==> src/rtl/alu_pkg.sv <==
// Shared ALU definitions: opcode encodings, instruction field layout, legality check.
// No timing; no flow control.
package alu_pkg;

    localparam logic [3:0] OP_ADD = 4'b0000;
    localparam logic [3:0] OP_SUB = 4'b0001;
    localparam logic [3:0] OP_AND = 4'b0011;
    localparam logic [3:0] OP_OR  = 4'b0111;
    localparam logic [3:0] OP_SHR = 4'b1111;

    localparam int OP_LSB     = 28;
    localparam int IMMSEL_BIT = 27;
    localparam int RD_LSB     = 24;
    localparam int RS_LSB     = 21;
    localparam int RT_LSB     = 18;
    localparam int IMM_LSB    = 0;
    localparam int IMM_W      = 16;

    function automatic logic is_legal_op(input logic [3:0] op);
        case (op)
            OP_ADD, OP_SUB, OP_AND, OP_OR, OP_SHR: is_legal_op = 1'b1;
            default:                               is_legal_op = 1'b0;
        endcase
    endfunction

endpackage

==> src/rtl/regfile_2r1w.sv <==
// NREG x DW register file, two async read ports with write bypass, r0 reads zero.
// Read: combinational; write: takes effect at the next clk edge.
// No backpressure; a write is always accepted.
module regfile_2r1w #(
    parameter int NREG = 8,
    parameter int DW   = 32,
    parameter int AW   = $clog2(NREG)
) (
    input  logic          clk,
    input  logic          rst_n,
    input  logic          we,
    input  logic [AW-1:0] waddr,
    input  logic [DW-1:0] wdata,
    input  logic [AW-1:0] raddr_a,
    output logic [DW-1:0] rdata_a,
    input  logic [AW-1:0] raddr_b,
    output logic [DW-1:0] rdata_b
);

    logic [DW-1:0] mem [NREG];

    always_ff @(posedge clk or negedge rst_n) begin
        if (!rst_n) begin
            for (int i = 0; i < NREG; i++) mem[i] <= '0;
        end else if (we && waddr != '0) begin
            mem[waddr] <= wdata;
        end
    end

    // Same-cycle writeback is forwarded so the reader never sees a stale value.
    always_comb begin
        rdata_a = mem[raddr_a];
        if (raddr_a == '0)                rdata_a = '0;
        else if (we && waddr == raddr_a)  rdata_a = wdata;
    end

    always_comb begin
        rdata_b = mem[raddr_b];
        if (raddr_b == '0)                rdata_b = '0;
        else if (we && waddr == raddr_b)  rdata_b = wdata;
    end

endmodule

==> src/rtl/alu_operand_stage.sv <==
// Decode, scoreboard-checked operand read and issue register in front of the ALU.
// Latency: 1 cycle from accept to out_valid.
// Backpressure: in_ready drops when the output slot is held or a source is pending.
module alu_operand_stage
    import alu_pkg::*;
#(
    parameter int NREG = 8,
    parameter int DW   = 32,
    parameter int CNTW = 8
) (
    input  logic                     clk,
    input  logic                     rst_n,
    input  logic                     in_valid,
    output logic                     in_ready,
    input  logic [31:0]              instr,
    input  logic                     wb_en,
    input  logic [$clog2(NREG)-1:0]  wb_addr,
    input  logic [DW-1:0]            wb_data,
    output logic                     out_valid,
    input  logic                     out_ready,
    output logic [DW-1:0]            A,
    output logic [DW-1:0]            B,
    output logic [3:0]               ALU_op,
    output logic [$clog2(NREG)-1:0]  rd_out,
    output logic                     illegal,
    output logic [CNTW-1:0]          illegal_cnt
);

    localparam int AW = $clog2(NREG);

    logic [3:0]       op;
    logic             imm_sel;
    logic [AW-1:0]    rd, rs, rt;
    logic [IMM_W-1:0] imm;
    logic             unused_bits;

    assign op          = instr[OP_LSB +: 4];
    assign imm_sel     = instr[IMMSEL_BIT];
    assign rd          = instr[RD_LSB +: AW];
    assign rs          = instr[RS_LSB +: AW];
    assign rt          = instr[RT_LSB +: AW];
    assign imm         = instr[IMM_LSB +: IMM_W];
    assign unused_bits = ^instr[17:16];

    logic [DW-1:0] rdata_a, rdata_b;

    regfile_2r1w #(.NREG(NREG), .DW(DW), .AW(AW)) u_rf (
        .clk     (clk),
        .rst_n   (rst_n),
        .we      (wb_en),
        .waddr   (wb_addr),
        .wdata   (wb_data),
        .raddr_a (rs),
        .rdata_a (rdata_a),
        .raddr_b (rt),
        .rdata_b (rdata_b)
    );

    logic [NREG-1:0] pend;
    logic            free, hazard, legal, accept, legal_acc, illegal_acc;
    logic            wb_hits_rs, wb_hits_rt;

    assign wb_hits_rs = wb_en && (wb_addr == rs);
    assign wb_hits_rt = wb_en && (wb_addr == rt);

    // A writeback landing this cycle resolves the dependency, so it does not stall.
    assign hazard = (rs != '0 && pend[rs] && !wb_hits_rs) ||
                    (!imm_sel && rt != '0 && pend[rt] && !wb_hits_rt);

    assign free        = !out_valid || out_ready;
    assign legal       = is_legal_op(op);
    assign in_ready    = free && (!legal || !hazard);
    assign accept      = in_valid && in_ready;
    assign legal_acc   = accept && legal;
    assign illegal_acc = accept && !legal;

    always_ff @(posedge clk or negedge rst_n) begin
        if (!rst_n) begin
            out_valid <= 1'b0;
            A         <= '0;
            B         <= '0;
            ALU_op    <= '0;
            rd_out    <= '0;
        end else begin
            if (legal_acc) begin
                out_valid <= 1'b1;
                A         <= rdata_a;
                B         <= imm_sel ? {{(DW-IMM_W){1'b0}}, imm} : rdata_b;
                ALU_op    <= op;
                rd_out    <= rd;
            end else if (out_ready) begin
                out_valid <= 1'b0;
            end
        end
    end

    // Set after clear so a new issue to rd wins over a same-edge writeback.
    always_ff @(posedge clk or negedge rst_n) begin
        if (!rst_n) begin
            pend <= '0;
        end else begin
            logic [NREG-1:0] nxt;
            nxt = pend;
            if (wb_en && wb_addr != '0) nxt[wb_addr] = 1'b0;
            if (legal_acc && rd != '0)  nxt[rd] = 1'b1;
            pend <= nxt;
        end
    end

    always_ff @(posedge clk or negedge rst_n) begin
        if (!rst_n) begin
            illegal     <= 1'b0;
            illegal_cnt <= '0;
        end else begin
            illegal <= illegal_acc;
            if (illegal_acc && illegal_cnt != {CNTW{1'b1}})
                illegal_cnt <= illegal_cnt + 1'b1;
        end
    end

endmodule

==> config.mk <==
export PLATFORM = sky130hd
export DESIGN_NAME = alu_operand_stage
export DESIGN_NICKNAME = d
export VERILOG_FILES = /design/src/rtl/alu_pkg.sv /design/src/rtl/regfile_2r1w.sv /design/src/rtl/alu_operand_stage.sv
export SDC_FILE = /design/constraint.sdc
export NUM_CORES = 1
export LEC_CHECK = 0
export CAP_MARGIN = 30
export CORE_MARGIN = 2
export CORE_UTILIZATION = 40
export CTS_CLUSTER_DIAMETER = 100
export DETAILED_ROUTE_END_ITERATION = 6
export GPL_TIMING_DRIVEN = 0
export PLACE_DENSITY_LB_ADDON = 0.12
export SLEW_MARGIN = 20
export SYNTH_ARGS = -nofsm -noshare
export SYNTH_HDL_FRONTEND = slang
export SYNTH_SLANG_ARGS = --single-unit
==> constraint.sdc <==
create_clock -name clk -period 2.4 [get_ports clk]
set_clock_uncertainty 0.05 [all_clocks]
set_input_delay 0.48 -clock clk [delete_from_list [all_inputs] [get_ports clk]]
set_output_delay 0.48 -clock clk [all_outputs]
set_load 0.005 [all_outputs]
==> results.json, run 1 <==
{
  "antenna_found_initial": 1,
  "synthFlopType": "dfrtp_1",
  "cp-start-kind": "flop",
  "layout_commonest_cell": "dfrtp_1",
  "rsz0062_at_grt": "yes",
  "rows": 73,
  "fp.dieW_um": 204,
  "die_h_um": 204,
  "irDropWorstVdd_uv": 436,
  "async_flop_share_pct": 100,
  "start_util_pct": 40.4,
  "p_int_mw": 13.2,
  "numCtsBuffers": 39,
  "worstPathRequired_ns": 1.87,
  "drv_cap": 0,
  "synth_top_area_cell": "dfrtp_1",
  "htree_levels": 2,
  "cts.sinks": 312,
  "portBuffers": 141,
  "violations": "setup timing",
  "seqPwrFrac_pct": 40.7,
  "switchingPower_mw": 5.58,
  "pwr-share-clk_pct": 31.6,
  "ant_nets": 0,
  "grt_max_degree": 97,
  "setup_viol": 72,
  "dp.final_hpwl_um": 37000,
  "grt_first_pass_wirelength_um": 83300,
  "cts_tree": "yes",
  "synthDominantCellAreaShare_pct": 48.8,
  "synth_fp_nets": 1418,
  "finalCritPeriodShare_pct": 110,
  "p_leak_nw": 8.29,
  "path_max_fanout": 2,
  "fin_util_pct": 51.6,
  "outcome": "finished with violations",
  "ys_types": 47,
  "pwr_density_cell_nw_per_um2": 915,
  "place.gp.congestion": 0.878,
  "netlist_area_um2": 16000,
  "tightest_slew_ns": 1.05,
  "synthCells": 1345,
  "clock_latency_ns": 0.56,
  "synth_edf_count": 0,
  "n_antenna_cell": 0,
  "min_period_ns": 2.65,
  "synth_area_leaders": "dfrtp_1 49%, mux2_2 20%, o31ai_1 5.5%, mux4_2 4.6%, clkbuf_1 2.4%",
  "r2r_setup_slack_ns": -0.19,
  "crit_path_end_kind": "output pin",
  "critPathMaxStageDelay_ns": 0.53,
  "vias": 13000,
  "slew_viol_final": 0,
  "routed_wirelength_um": 57700,
  "worstPathArrival_ns": 2.12,
  "areaGrowthSynthToFinish_pct": 28.0,
  "ys_ff_latch": 312,
  "synth-seq-area-share_pct": 48.8,
  "ctsLongestPathBuffers": 3,
  "vias_per_cell": 6.18,
  "finalPower_mw": 18.7,
  "criticalPathCategory": "reg2out",
  "yosysWarnings": 0,
  "grt_pass1_vias": 12900,
  "worstPathCellList": "mux4_2 -> o41ai_4 -> o22ai_4 -> o21ai_1 -> and2_1 -> buf_2",
  "wl_per_cell_um": 27.5,
  "critPathSlowestCell": "mux4_2",
  "worst_slack_ns": -0.250,
  "coreArea_um2": 39600,
  "drt_iter0_drc": 1092,
  "grt_overflow": 0,
  "pin_count": 154,
  "cts_root_buf": "clkbuf_16",
  "swShare_pct": 29.8,
  "dieArea_um2": 41600,
  "max_slew_margin_pct": 30.1,
  "drt-pass1-iter-count": 5,
  "grtUsageTotal_pct": 27.0,
  "nets": 1621,
  "hold_viol": 0,
  "max_freq_ghz": 0.377,
  "min_path_type": "in2async",
  "power_frac_comb_pct": 27.7,
  "drive_above_1_share_pct": 34.9,
  "clk_pin_slew_ns": 0.06,
  "syn_area_per_cell_um2": 11.9,
  "drc": 0,
  "final_cell_mix": "312 x dfrtp_1, 285 x mux2_2, 138 x clkdlybuf4s50_1"
}
timing repair:
action,CTS,global route
gates cloned,0,7
setup endpoints to repair,80,80
buffers inserted,8,3
resized for setup,38,185
endpoints found under the hold margin,64,0
pin swaps,4,3
hold buffers,1,0
kinds of logic (layout without fill, tap and decap cells):
family	after synthesis	in the layout	synth area share, %
AND/OR/NAND/NOR	175	176	4.79
multiplexers	331	331	25.6
flip-flops	312	312	48.8
XOR/XNOR	12	12	0.657
buffers and inverters	138	363	3.47
AO/OA/AOI/OAI	376	376	16.6
adder cells (fa/ha/maj)	1	1	0.0782
cell usage after synthesis (2+ instances only):
cell type and count:
a31oi_1 3, o22ai_1 52, nand2b_1 2, o22a_1 16
nor2b_1 7, clkbuf_1 103, buf_6 3, nor2_1 87
inv_1 8, nand3_1 5, mux4_2 33, nor3_1 3
and2_1 2, or2_2 2, xnor2_1 8, o31ai_2 4
buf_2 11, o31a_1 5, buf_1 12, and3_1 3
a22oi_1 23, o31ai_1 118, o21ai_0 67, o211a_1 16
a21oi_1 27, or3b_2 3, nand4_1 5, mux2_2 285
mux2i_1 12, nand2_1 49, dfrtp_1 312, xor2_1 4
o221ai_1 41
final timing paths:
path	startpoint	depth (start not counted)	end
max	pend[7]	6	in_ready
min	rst_n	2	illegal_cnt[4]
max reg2reg	pend[7]	9	A[30]
min reg2reg	illegal_cnt[5]	1	illegal_cnt[5]
max in group asynchronous	rst_n	4	B[14]
min in group clk	illegal_cnt[5]	1	illegal_cnt[5]
layer usage:
metal,track usage (%),wire [um],vias to the layer above
met1,37.7,25000,6650
met5,0,0,-
met2,41.6,26100,625
li1,-,-,5543
met3,5.93,4650,141
met4,9.60,1990,0
final cells by class:
cell class	count	area, um^2
buffer	126	689
clock buffer	54	1120
clock inverter	10	128
fill	3579	19200
inverter	9	35.0
multi-input combinational	896	8260
sequential	312	7810
tap	525	657
timing repair buffer	164	1770
critical path, delay by kind of cell (launching register included):
family          cells  cell delay [ns]
buf+inv             1             0.12
simple gates        1             0.15
flops               1             0.39
mux                 1             0.53
compound gates      3             0.36
power groups by stage:
stage                     registers (mW)  logic, mW  clock network (mW)
after floorplan                     7.41       2.58                   0
after global placement              7.60       4.53                   0
after detailed placement            7.63       4.61                   0
after CTS                           7.55       4.70                6.00
after global routing                7.78       5.56                6.22
final                               7.63       5.19                5.92
per-stage QoR:
stage                     area (um^2)  setup slack [ns]  TNS (ns)  instances  hold WS, ns
final                           20500            -0.250     -7.12       2096        0.390
after floorplan                 16000            -0.101     -2.81       1345        0.134
after global placement          18100            -13.58  -4341.59       2011        0.431
after global routing            20500            -0.325     -8.79       2096        0.440
after CTS                       19600            -0.212     -8.09       2087        0.424
after detailed placement        18200             -1.25   -119.47       2015        0.415
sequential cells by signal (all words and copies together), names as in the netlist:
signal,count
ALU_op,4
out_valid,1
u_rf.mem,224
pend,7
B,32
illegal_cnt,8
illegal,1
rd_out,3
A,32
Power figures use the tool's default switching activity.
==> run 2, diff against run 1 <==
--- a/config.mk
+++ b/config.mk
@@ -7,7 +7,7 @@
 export LEC_CHECK = 0
 export CAP_MARGIN = 30
 export CORE_MARGIN = 2
-export CORE_UTILIZATION = 40
+export CORE_UTILIZATION = 52
 export CTS_CLUSTER_DIAMETER = 100
 export DETAILED_ROUTE_END_ITERATION = 6
 export GPL_TIMING_DRIVEN = 0
==> results.json, run 2 (synthesis gave the netlist of run 1 again) <==
{
  "finalPower_mw": 18.3,
  "place.gp.congestion": 0.911,
  "final_cell_mix": "312 x dfrtp_1, 285 x mux2_2, 138 x clkdlybuf4s50_1",
  "slew_viol_final": 0,
  "n_antenna_cell": 0,
  "rsz0062_at_grt": "yes",
  "cp-start-kind": "flop",
  "grtUsageTotal_pct": 32.8,
  "grt_max_degree": 99,
  "criticalPathCategory": "reg2out",
  "pwr-share-clk_pct": 32.3,
  "worst_slack_ns": -0.134,
  "portBuffers": 141,
  "worstPathCellList": "mux4_2 -> o41ai_4 -> o22ai_4 -> o21ai_2 -> and2_1 -> buf_2",
  "power_frac_comb_pct": 26.3,
  "r2r_setup_slack_ns": 0.02,
  "worstPathRequired_ns": 1.87,
  "die_h_um": 179,
  "violations": "setup timing",
  "ctsLongestPathBuffers": 3,
  "layout_commonest_cell": "dfrtp_1",
  "fp.dieW_um": 179,
  "grt_pass1_vias": 13000,
  "pin_count": 154,
  "tightest_slew_ns": 0.967,
  "swShare_pct": 28.2,
  "grt_overflow": 0,
  "num-fill-cells": 2360,
  "areaGrowthSynthToFinish_pct": 24.1,
  "drt-pass1-iter-count": 5,
  "worstPathArrival_ns": 2.00,
  "cts.sinks": 312,
  "routed_wirelength_um": 52400,
  "outcome": "finished with violations",
  "drv_cap": 0,
  "drive_above_1_share_pct": 32.2,
  "hold_viol": 0,
  "rows": 64,
  "dp.final_hpwl_um": 34200,
  "start_util_pct": 52.6,
  "max_freq_ghz": 0.395,
  "largest_reg_flops": 224,
  "p_leak_nw": 8.21,
  "drt_iter0_drc": 1470,
  "drc": 0,
  "coreArea_um2": 30400,
  "dieArea_um2": 32200,
  "critPathMaxStageDelay_ns": 0.53,
  "top_register": "u_rf.mem",
  "cts_tree": "yes",
  "htree_levels": 2,
  "p_int_mw": 13.2,
  "min_path_type": "in2async",
  "max_slew_margin_pct": 35.5,
  "seq_area_um2": 7810,
  "clock_latency_ns": 0.52,
  "wl_per_cell_um": 26.7,
  "antenna_found_initial": 0,
  "reg_top3": "u_rf.mem x224, A x32, B x32",
  "dp_cells": 1888,
  "irDropWorstVdd_uv": 655,
  "setup_viol": 5,
  "vias": 13000,
  "seqPwrFrac_pct": 41.5,
  "nets": 1618,
  "crit_path_end_kind": "output pin",
  "critPathSlowestCell": "mux4_2",
  "fin_cells": 1966,
  "multi_input_area_um2": 7830,
  "cts_root_buf": "clkbuf_16",
  "path_max_fanout": 2,
  "pwr_density_cell_nw_per_um2": 924,
  "switchingPower_mw": 5.16,
  "vias_per_cell": 6.61,
  "ant_nets": 0,
  "clk_pin_slew_ns": 0.06,
  "numCtsBuffers": 36,
  "min_period_ns": 2.53,
  "grt_first_pass_wirelength_um": 78700,
  "finalCritPeriodShare_pct": 106
}
## run 2: cell count changes in the layout (fill, tap and decap cells not counted), sizes merged
cell	previous run	this run
bufinv	3	6
clkinv	7	4
buf	45	44
clkbuf	159	160
clkinvlp	1	0
## run 2: worst paths after layout
| check | start | to | cells past startpoint |
|---|---|---|---|
| max | pend[7] | in_ready | 6 |
| min in group clk | illegal_cnt[5] | illegal_cnt[5] | 1 |
| min | rst_n | illegal_cnt[4] | 2 |
| max reg2reg | pend[7] | pend[3] | 8 |
| min reg2reg | illegal_cnt[5] | illegal_cnt[5] | 1 |
| max in group asynchronous | rst_n | u_rf.mem[83] | 5 |
## run 2: through the flow
stage          cell area (um^2)  hold slack (ns)  worst slack [ns]  utilization (%)   TNS, ns
2_1_floorplan             16000            0.134            -0.101                -     -2.81
3_3_place_gp              17900            0.429            -12.98             59.0  -4133.65
3_5_place_dp              18100            0.229             -1.15             59.4   -104.23
4_1_cts                   19500            0.278            -0.145             64.1     -4.59
5_1_grt                   19800            0.302            -0.221             65.2     -2.33
6_report                  19800            0.290            -0.134             65.2    -0.304
## run 2: what timing repair did
| action | in CTS | in global routing |
|---|---|---|
| hold endpoints to repair | 20 | 0 |
| pin swaps | 4 | 4 |
| hold buffers | 1 | 0 |
| gates resized for setup | 36 | 109 |
| endpoints found under the setup margin | 80 | 102 |
| buffers inserted | 9 | 4 |
| gates cloned | 0 | 4 |
## run 2: power groups by stage
stage / Sequential (mW) / Clock [mW] / Combinational [mW]
global placement: 7.60 / 0 / 4.43
global route: 7.76 / 6.20 / 5.21
CTS: 7.55 / 5.98 / 4.64
finish: 7.60 / 5.92 / 4.82
detailed placement: 7.64 / 0 / 4.55
floorplan: 7.41 / 0 / 2.58
## run 2: layout make-up
type / count / area share (%)
clock inverters: 9 / 0.983
inverters: 9 / 0.177
plain buffers: 126 / 3.29
well taps: 396 / 2.50
clock buffers: 54 / 5.44
flip-flops and latches: 312 / 39.3
multi-input cells: 896 / 39.4
repair buffers: 164 / 8.86
## run 2: routing by layer
metal	vias up	GRT usage [%]	share of wire [%]
met4	0	13.3	3.4
li1	5545	-	-
met5	-	0	0
met3	132	6.65	9.3
met1	6609	46.7	42
met2	703	49.5	45
## run 2: worst max-delay path, delay by kind of cell, from the launching register on
kind,cells,cell delay (ns)
AOI/OAI and AO/OA,3,0.36
muxes,1,0.53
buffers and inverters,1,0.10
DFF,1,0.38
and+or+nand+nor,1,0.12
==> run 3, diff against run 2 <==
==> constraint.sdc (replaced) <==
create_clock -name clk -period 2.4 [get_ports clk]
set_clock_uncertainty 0.05 [all_clocks]
set_input_delay 0.36 -clock clk [delete_from_list [all_inputs] [get_ports clk]]
set_output_delay 0.36 -clock clk [all_outputs]
set_load 0.005 [all_outputs]
==> results.json, run 3 (synthesis gave the netlist of run 1 again) <==
{
  "outcome": "finished with violations",
  "violations": "setup timing",
  "dieArea_um2": 32200,
  "fp.dieW_um": 179,
  "areaGrowthSynthToFinish_pct": 31.5,
  "r2r-end": "pend[3]",
  "die_h_um": 179,
  "routed_wirelength_um": 55500,
  "regToRegStartpoint": "pend[5]",
  "ant_nets": 0,
  "portBuffers": 141,
  "drv_cap": 0,
  "drc": 0,
  "drt_iter0_drc": 1310,
  "nets": 1630,
  "coreArea_um2": 30400,
  "min_period_ns": 2.56,
  "clk_pin_slew_ns": 0.06,
  "clock_latency_ns": 0.53,
  "max_freq_ghz": 0.390,
  "n_antenna_cell": 0,
  "cts_tree": "yes",
  "busiest_layer": "met2",
  "use_met3_pct": 11.2,
  "tightest_slew_ns": 1.04,
  "layout_commonest_cell": "dfrtp_1",
  "numCtsBuffers": 36,
  "reg_top3": "u_rf.mem x224, A x32, B x32",
  "cp-start-kind": "flop",
  "fin_util_pct": 69.1,
  "dp.final_hpwl_um": 34600,
  "place.gp.congestion": 0.871,
  "rows": 64,
  "vias_per_cell": 6.74,
  "htree_levels": 2,
  "final_cell_mix": "312 x dfrtp_1, 285 x mux2_2, 138 x clkdlybuf4s50_1",
  "grt_pass1_vias": 13100,
  "grt_max_degree": 89,
  "grtUsageTotal_pct": 34.0,
  "pwr_density_cell_nw_per_um2": 904,
  "max_slew_margin_pct": 30.9,
  "worst_slack_ns": -0.165,
  "min_path_type": "in2async",
  "path_max_fanout": 3,
  "criticalPathCategory": "reg2out",
  "worstPathArrival_ns": 2.15,
  "drive_above_1_share_pct": 36.2,
  "hold_viol": 0,
  "ctsLongestPathBuffers": 3,
  "hold_slack_ns": 0.273,
  "crit_path_end_kind": "output pin",
  "pin_count": 154,
  "tns_ns": -3.58,
  "wl_per_cell_um": 28.1,
  "r2r_setup_slack_ns": -0.11,
  "fin_cells": 1978,
  "use_met2_pct": 51.5,
  "slew_viol_final": 0,
  "antenna_found_initial": 1,
  "start_util_pct": 52.6,
  "p_leak_nw": 8.46,
  "grt_overflow": 0,
  "irDropWorstVdd_uv": 649,
  "vias": 13300,
  "dp_cells": 1887,
  "grt.met1_usage_pct": 44.7,
  "reg2regPathDepth": 9,
  "cts_root_buf": "clkbuf_16",
  "rsz0062_at_grt": "yes",
  "finalCritPeriodShare_pct": 107,
  "cts.sinks": 312,
  "setup_viol": 48,
  "top_register": "u_rf.mem",
  "largest_reg_flops": 224,
  "worstPathRequired_ns": 1.99,
  "grt_first_pass_wirelength_um": 80300,
  "drt-pass1-iter-count": 6
}
==> run 3: cell count changes in the layout (fill, tap and decap cells not counted), moves of 4 or more <==
cell,previous run,this run
buf_4,11,15
o31ai_2,20,9
o31ai_1,100,38
o31ai_4,2,75
buf_12,5,12
buf_6,4,12
clkbuf_1,63,70
buf_16,4,8
clkbuf_2,46,29
==> run 3: through the flow <==
step	total power [mW]	area (um^2)	setup WS, ns
finish	19.0	21000	-0.165
global route	19.8	21000	-0.210
CTS	18.1	19800	-0.132
detailed placement	12.2	18100	-1.19
global placement	12.0	17900	-12.93
floorplan	9.98	16000	0.0150
==> run 3: layout make-up <==
cell class,instances,area [um^2]
clock inverter,6,105
buffer,126,737
clock buffer,57,1110
tap,396,495
timing repair buffer,177,1980
sequential,312,7810
inverter,9,33.8
multi-input combinational,895,8770
fill,2188,9390
==> run 3: metal layers <==
metal	wire length (um)	vias to the layer above
li1	-	5574
met1	22100	6857
met2	25600	739
met3	5580	160
met4	2200	0
met5	0	-
==> run 3: timing repair <==
action / in CTS / in global routing
hold buffers: 1 / 0
endpoints found under the hold margin: 42 / 0
cloned: 6 / 3
pin swaps: 8 / 46
resized for setup: 99 / 221
endpoints found under the setup margin: 80 / 77
buffers inserted: 12 / 8
==> run 3: how the worst max path moves through the flow <==
stage	startpoint	to	slack [ns]	depth (start not counted)
finish	pend[5]	in_ready	-0.16	7
floorplan	wb_addr[0]	B[10]	0.02	8
detailed placement	instr[22]	A[29]	-1.19	8
global route	pend[5]	in_ready	-0.21	7
CTS	pend[5]	in_ready	-0.13	7
global placement	rst_n	B[7]	-12.93	1
==> run 3: worst max-delay path, stage by stage (launching register included) <==
cell and delay, ns:
dfrtp_1 0.40, mux4_2 0.50, o41ai_4 0.09, o22ai_4 0.13
buf_12 0.16, o21ai_2 0.11, and2_1 0.14, buf_2 0.11
==> run 3: power breakdown <==
part           leakage [nW]  internal [mW]  total (mW)  switching (mW)
sequential             3.82           6.61        7.69            1.09
combinational          4.04           3.23        5.62            2.39
clock                 0.600           3.48        5.70            2.22
total                  8.46           13.3        19.0            5.70
